File: config.mk
export PLATFORM = sky130hd
export DESIGN_NAME = uart_rx_ctrl
export DESIGN_NICKNAME = d
export VERILOG_FILES = /design/src/rtl/uart_rx_ctrl.sv
export SDC_FILE = /design/constraint.sdc
export NUM_CORES = 1
export LEC_CHECK = 0
export ABC_AREA = 1
export CAP_MARGIN = 20
export CORE_MARGIN = 4
export CORE_UTILIZATION = 40
export DETAILED_ROUTE_END_ITERATION = 8
export PLACE_DENSITY = 0.65
export SLEW_MARGIN = 20
export SYNTH_ARGS = -nofsm -noshare
export SYNTH_HDL_FRONTEND = slang
export SYNTH_SLANG_ARGS = --single-unit
File: constraint.sdc
create_clock -name clk -period 3 [get_ports clk]
set_input_delay 0.6 -clock clk [delete_from_list [all_inputs] [get_ports clk]]
set_output_delay 0.6 -clock clk [all_outputs]
set_load 0.05 [all_outputs]
File: src/rtl/uart_rx_ctrl.sv
// uart_rx_ctrl: programs the UART receiver config registers, buffers received bytes
// in a FIFO, tracks receive errors and resyncs the receiver after a run of errors.
module uart_rx_ctrl #(
   parameter int FIFO_DEPTH = 4,
   parameter int ERR_THRESH = 4
) (
   input  logic        clk,
   input  logic        rst,
   input  logic        start,
   input  logic [15:0] cfg_div,
   input  logic [7:0]  cfg_ctrl,
   output logic        busy,
   output logic [3:0]  c_addr,
   output logic [7:0]  c_data,
   output logic        c_valid,
   input  logic        c_ready,
   input  logic [7:0]  rx_data,
   input  logic        rx_valid,
   input  logic [1:0]  rx_error,
   input  logic        rx_error_valid,
   output logic [7:0]  m_data,
   output logic        m_valid,
   input  logic        m_ready,
   output logic [7:0]  err_count,
   output logic [1:0]  last_error,
   output logic        overflow,
   output logic        resync
);
   localparam int AW = $clog2(FIFO_DEPTH);
   localparam logic [2:0] S_IDLE    = 3'd0;
   localparam logic [2:0] S_WR_LO   = 3'd1;
   localparam logic [2:0] S_WR_HI   = 3'd2;
   localparam logic [2:0] S_WR_CTRL = 3'd3;
   localparam logic [2:0] S_RUN     = 3'd4;

   logic [2:0]    r_state;
   logic [15:0]   r_div;
   logic [7:0]    r_ctrl;
   logic          r_c_valid;
   logic [3:0]    r_c_addr;
   logic [7:0]    r_c_data;
   logic          r_resync;
   logic [7:0]    r_err_count;
   logic [1:0]    r_last_error;
   logic [3:0]    r_consec;
   logic          r_overflow;
   logic [7:0]    r_mem [FIFO_DEPTH];
   logic [AW-1:0] r_wp;
   logic [AW-1:0] r_rp;
   logic [AW:0]   r_cnt;

   logic       w_busy;
   logic       w_run;
   logic       w_start_acc;
   logic       w_c_fire;
   logic       w_err;
   logic [3:0] w_consec_nxt;
   logic       w_consec_hit;
   logic       w_empty;
   logic       w_full;
   logic       w_pop;
   logic       w_push_req;
   logic       w_push;
   logic       w_drop;

   assign w_busy       = (r_state == S_WR_LO) || (r_state == S_WR_HI) || (r_state == S_WR_CTRL);
   assign w_run        = r_state == S_RUN;
   assign w_start_acc  = start & ~w_busy;
   assign w_c_fire     = r_c_valid & c_ready;
   assign w_err        = w_run & rx_error_valid;
   assign w_consec_nxt = r_consec + 4'd1;
   assign w_consec_hit = w_err && (w_consec_nxt == 4'(ERR_THRESH));
   assign w_empty      = r_cnt == '0;
   assign w_full       = r_cnt == (AW+1)'(FIFO_DEPTH);
   assign w_pop        = ~w_empty & m_ready;
   assign w_push_req   = w_run & rx_valid;
   assign w_push       = w_push_req & (~w_full | w_pop);
   assign w_drop       = w_push_req & w_full & ~w_pop;

   // A user start takes priority over an error-triggered resync in the same cycle.
   always_ff @(posedge clk or posedge rst) begin
      if (rst) begin
         r_state   <= S_IDLE;
         r_div     <= '0;
         r_ctrl    <= '0;
         r_c_valid <= 1'b0;
         r_c_addr  <= '0;
         r_c_data  <= '0;
         r_resync  <= 1'b0;
      end else begin
         r_resync <= 1'b0;
         if (w_start_acc) begin
            r_state   <= S_WR_LO;
            r_div     <= cfg_div;
            r_ctrl    <= cfg_ctrl;
            r_c_valid <= 1'b1;
            r_c_addr  <= 4'd0;
            r_c_data  <= cfg_div[7:0];
         end else if (w_consec_hit) begin
            r_state   <= S_WR_LO;
            r_resync  <= 1'b1;
            r_c_valid <= 1'b1;
            r_c_addr  <= 4'd0;
            r_c_data  <= r_div[7:0];
         end else if (w_c_fire) begin
            r_state   <= (r_state == S_WR_LO) ? S_WR_HI : (r_state == S_WR_HI) ? S_WR_CTRL : S_RUN;
            r_c_valid <= r_state != S_WR_CTRL;
            r_c_addr  <= (r_state == S_WR_CTRL) ? r_c_addr : r_c_addr + 4'd1;
            r_c_data  <= (r_state == S_WR_LO) ? r_div[15:8] : (r_state == S_WR_HI) ? r_ctrl : r_c_data;
         end
      end
   end

   always_ff @(posedge clk or posedge rst) begin
      if (rst) begin
         r_err_count  <= '0;
         r_last_error <= '0;
         r_consec     <= '0;
      end else if (w_start_acc) begin
         r_err_count  <= '0;
         r_last_error <= '0;
         r_consec     <= '0;
      end else if (w_err) begin
         r_err_count  <= (r_err_count == 8'hFF) ? r_err_count : r_err_count + 8'd1;
         r_last_error <= rx_error;
         r_consec     <= w_consec_hit ? 4'd0 : w_consec_nxt;
      end else if (w_push_req) begin
         r_consec <= '0;
      end
   end

   // FIFO contents only clear on rst; start and resync leave them intact.
   always_ff @(posedge clk or posedge rst) begin
      if (rst) begin
         for (int i = 0; i < FIFO_DEPTH; i++) r_mem[i] <= '0;
         r_wp       <= '0;
         r_rp       <= '0;
         r_cnt      <= '0;
         r_overflow <= 1'b0;
      end else begin
         if (w_push) begin
            r_mem[r_wp] <= rx_data;
            r_wp        <= r_wp + 1'b1;
         end
         if (w_pop) r_rp <= r_rp + 1'b1;
         r_cnt      <= r_cnt + {{AW{1'b0}}, w_push} - {{AW{1'b0}}, w_pop};
         r_overflow <= w_start_acc ? 1'b0 : (w_drop ? 1'b1 : r_overflow);
      end
   end

   assign busy       = w_busy;
   assign c_valid    = r_c_valid;
   assign c_addr     = r_c_addr;
   assign c_data     = r_c_data;
   assign resync     = r_resync;
   assign err_count  = r_err_count;
   assign last_error = r_last_error;
   assign overflow   = r_overflow;
   assign m_valid    = ~w_empty;
   assign m_data     = r_mem[r_rp];
endmodule

== After elaboration in Yosys (flattened, before gate mapping) ==
Cells that the tools add are included.

* Output and inout port bits: 35
* Input bits: 41
* Register bits after elaboration: 95
* Word-level logic and storage cells: 102

* Add/subtract/negate cells: 7
* Reductions and logical operators: 13
* Magnitude comparators: 3
* Eq/ne operators: 10
* Bitwise gates (word level): 15
* Multiplexer cells: 36

{| class="wikitable"
|+ Operators by type and width
! operator !! count
|-
| 8-bit two-way mux || 11
|-
| 32-bit bitwise mux || 1
|-
| 4-bit two-way mux || 8
|-
| 8-bit binary-select mux with 2-bit select || 1
|-
| 8-bit demux with 2-bit select || 1
|-
| 3-bit two-way mux || 5
|-
| 4-bit by 1-bit adder with 4-bit output (second input constant) || 2
|-
| 8-bit by 1-bit adder with 8-bit output (second input constant) || 1
|-
| 1-bit bitwise AND || 8
|-
| 8-bit equality test (second input constant) || 1
|-
| 1-bit two-way mux || 7
|-
| 3-bit by 2-bit equality test with 1-bit output (second input constant) || 2
|-
| 3-bit equality test (second input constant) || 2
|-
| 3-bit >= comparator (second input constant) || 2
|-
| 2-bit NOT with 3-bit output || 2
|-
| 2-bit AND reduction || 3
|-
| 3-bit nonzero test || 2
|-
| 2-bit by 1-bit adder with 2-bit output (second input constant) || 2
|-
| 4-bit by 3-bit equality test with 1-bit output (second input constant) || 1
|-
| 2-bit two-way mux || 2
|-
| 1-bit NOT || 4
|-
| 2-bit nonzero test || 2
|-
| 4-bit nonzero test || 1
|-
| 3-bit by 1-bit adder with 3-bit output || 1
|-
| 10 further kinds || 12
|}

== Longest topological paths before layout ==
* Depth after elaboration: 7
* Mapped depth: 12
* Mapped depth without buffers: 11

== Worst setup path before layout ==
No wires, ideal clock.

* Path kind: reg-to-output
* From: register r_rp[0]
* To: output m_data[5]
* Data arrival time: 1775 ps
* Path slack: 625 ps
* Data required time: 2400 ps
* Stages on the path, launching flop included: 6
* Cell sequence: dfrtp_1 > clkbuf_1 > inv_1 > clkbuf_1 > o21ai_0 > o22ai_1

* Longest elaborated chain between the ends: 4

{| class="wikitable"
|+ Ends and longest elaborated chain
! item !! RTL line !! source
|-
| start: declaration || 49 || <nowiki>logic [AW-1:0] r_rp;</nowiki>
|-
| start signal: assignment || 145 || <nowiki>if (w_pop) r_rp <= r_rp + 1'b1;</nowiki>
|-
| 2-bit NOT with 3-bit output (implied by the code) || 160 || <nowiki>assign m_data = r_mem[r_rp];</nowiki>
|-
| 8-bit binary-select mux with 2-bit select || 160 ||
|-
| 8-bit two-way mux (implied by the code) (2 in a row) || 160 ||
|-
| end: declaration || 21 || <nowiki>output logic [7:0] m_data,</nowiki>
|}

Every way passes these cells. The select of a mux whose other input is x is not followed.

== Final worst setup path ==
* From: register r_rp[0]
* To: output m_data[1]

Same word-level chain as after synthesis.

==> results.json <==
{
  "drtIter0Drc": 257,
  "avgSynthCellArea_sq_um": 8.33,
  "clk_latency_ps": 340,
  "leakage_nw": 2.94,
  "comb_power_share": 0.461,
  "vias": 3796,
  "dpl.cell_count": 750,
  "fin_crit_ps": 2870,
  "clock.fmax_mhz": 348,
  "ys_seq_area_frac": 0.519,
  "port_buffers": 75,
  "power_frac_seq": 0.344,
  "root_buffer": "clkbuf_16",
  "post_cts_buffers": 0,
  "yosys_warnings": 0,
  "p_switching_mw": 2.77,
  "fin_skew_ps": 7.84,
  "synth_top_area_cell": "dfrtp_1",
  "endpoint_kind": "primary output",
  "internal_power_mw": 3.49,
  "ir_drop_uv": 615,
  "syn_area_sq_um": 4580,
  "core_area_sq_um": 11000,
  "htreeDepth": 3,
  "synthToLayoutAreaGrowth_pct": 26.0,
  "fin_nets": 672,
  "worstSetupStartpoint": "r_rp[0]$_DFFE_PP0P_",
  "dieArea_sq_um": 13200,
  "slew_headroom": 0.631,
  "drive_gt1_frac": 0.0719,
  "grt_pass1_vias": 3820,
  "gp_congestion": 0.825,
  "grt_first_pass_wirelength_mm": 17.6,
  "grt_usage": 0.164,
  "p_clk_frac": 0.195,
  "synthCells": 550,
  "first_pass_iters": 4,
  "setup_viol": 0,
  "synth_area_leaders": "dfrtp_1 52%, nand2_1 17%, o21ai_0 5.4%, nand3_1 3.6%, inv_1 2.7%",
  "final-instance-count-excl-fill": 766,
  "rrSetupSlack_ps": 520,
  "fp-row-count": 38,
  "final.fill_count": 1023,
  "antenna_found_initial": 0,
  "numCtsBuffers": 9,
  "cpPeakStageDelay_ps": 830,
  "p_total_mw": 6.27,
  "path_class": "reg -> out",
  "cp_num_buf_inv": 2,
  "synth_xor_xnor_area_share": 0.0210,
  "start_util": 0.415,
  "vias_per_cell": 4.96,
  "crit_family": "buffers and inverters",
  "clkSinkCount": 95,
  "regToRegStartpoint": "r_state[0]$_DFFE_PP0P_",
  "ant_nets": 0,
  "post-route-period-util": 0.957,
  "hp-class": "reg -> reg",
  "pin_count": 76,
  "die-height_um": 115,
  "synth.mux.area_fraction": 0,
  "startpoint_type": "flip-flop",
  "fin_tns_setup_ps": 0,
  "most-common-layout-cells": "204 x nand2_1, 95 x dfrtp_1, 69 x clkdlybuf4s50_1",
  "final-hold-violation-count": 0,
  "antenna_cells": 0,
  "synth_compound_area_frac": 0.0869,
  "cts_buffer_depth": 2,
  "tightest_slew_ps": 550,
  "synthSimpleGateAreaFrac": 0.284,
  "maxCapViolCount": 0,
  "status": "finished, final reports clean",
  "overflow": 0,
  "postLayoutCoreUtil": 0.523,
  "syn_nets": 601,
  "synthAdderAreaFrac": 0.0290,
  "post-route-drc-count": 0,
  "slew_violations": 0,
  "cp_max_fo": 16,
  "cts_tree": "done",
  "worstPathRequired_ps": 2400,
  "dp.final_hpwl_mm": 7.21,
  "die_w_um": 115,
  "cts.clk_slew.worst_paths_ps": 60,
  "hold_buffers": 0,
  "rsz0062_at_grt": "false",
  "cp_slowest_cell": "clkdlybuf4s50_1",
  "min_from": "r_div[5]$_DFFE_PP0N_",
  "final_common_cell": "nand2_1",
  "switching_share": 0.443,
  "crit_path_cell_trace": "inv_1 > o21ai_0 > o22ai_1 > clkdlybuf4s50_1",
  "arrival_ps": 2270,
  "grt_max_degree": 96,
  "synthDistinctLibCells": 34,
  "finalWirelength_mm": 10.2,
  "synth_top_family_by_area": "simple AND/OR/NAND/NOR gates",
  "pwr_density_cell_nw_per_um2": 1090,
  "routedWlPerCell_um": 13.4,
  "holdWs_ps": 468,
  "yosysTopAreaCellShare": 0.519,
  "synth-seq-cells": 95
}
## power groups by stage
stage                     registers [mW]  logic, mW  clock network (mW)
after detailed placement            2.17       2.91                   0
final                               2.16       2.89                1.22
after CTS                           2.16       2.92                1.26
after global routing                2.22       3.21                1.31
after global placement              2.16       2.85                   0
after floorplan                     2.33       1.94                   0
## per-layer routing
| metal | track usage | wire length, um | up-vias |
|---|---|---|---|
| met4 | 0.0493 | 154 | 0 |
| met1 | 0.217 | 4920 | 1782 |
| met2 | 0.265 | 4680 | 87 |
| met3 | 0.0442 | 496 | 14 |
| li1 | - | - | 1913 |
| met5 | 0 | 0 | - |
## cells by family (layout without fill, tap and decap cells)
logic type | after synthesis | in the layout
adder cells (fa/ha/maj) | 10 | 10
AO/OA/AOI/OAI | 75 | 75
flip-flops | 95 | 95
AND/OR/NAND/NOR | 300 | 300
buffers and inverters | 59 | 135
XOR/XNOR | 11 | 11
## registers in the layout (all words and copies together), names as in the netlist
signal	flops
c_addr	4
c_data	8
c_valid	1
err_count	8
last_error	2
overflow	1
r_cnt	3
r_consec	4
r_ctrl	8
r_div	16
r_mem	32
r_rp	2
r_state	3
r_wp	2
resync	1
## through the flow
stage	worst slack [ps]	cell area (sq um)
after floorplan	625	4580
after global placement	292	5430
after detailed placement	201	5430
after CTS	121	5760
after global routing	15.6	5770
final	128	5770
## worst paths after layout
check,depth (start not counted),endpoint
setup / recovery,4,m_data[1]
hold / removal,2,r_div[5]$_DFFE_PP0N_
setup reg to reg,11,r_cnt[2]$_DFF_PP0_
hold reg to reg,2,r_div[5]$_DFFE_PP0N_
max in group asynchronous,3,c_data[2]$_DFFE_PP0P_
min in group asynchronous,3,r_cnt[0]$_DFF_PP0_
## worst register-to-register path, delay by kind of cell (launching register included)
kind,cells,cell delay (ps)
adder cells (fa/ha/maj),3,780
flip-flops,1,570
AND/OR/NAND/NOR,3,460
XOR/XNOR,2,370
buffers and inverters,3,230
## layout make-up
class / count / area (sq um) / area share
Clock buffer: 9 / 225 / 0.0390
Multi-Input combinational cell: 396 / 1930 / 0.334
Clock inverter: 7 / 97.6 / 0.0169
Sequential cell: 95 / 2380 / 0.412
Tap cell: 140 / 175 / 0.0304
Timing Repair Buffer: 80 / 816 / 0.141
Inverter: 39 / 150 / 0.0260
## Yosys cell counts, drive strengths merged
master / n
a31oi: 1
a21oi: 7
xnor2: 2
or2: 1
o211ai: 2
xor2: 9
nor3: 4
o21ai: 55
o22ai: 10
and3: 1
dfrtp: 95
clkbuf: 3
fa: 1
nand4: 10
nand3: 39
nor3b: 1
buf: 17
ha: 9
inv: 39
nand2: 208
nor2: 36
## repair_timing
| action | 4_1_cts | 5_1_grt |
|---|---|---|
| gates resized for setup | 0 | 6 |
| hold endpoints to repair | 0 | 0 |
| endpoints found under the setup margin | 0 | 6 |
(Power assumes the default switching activity.)
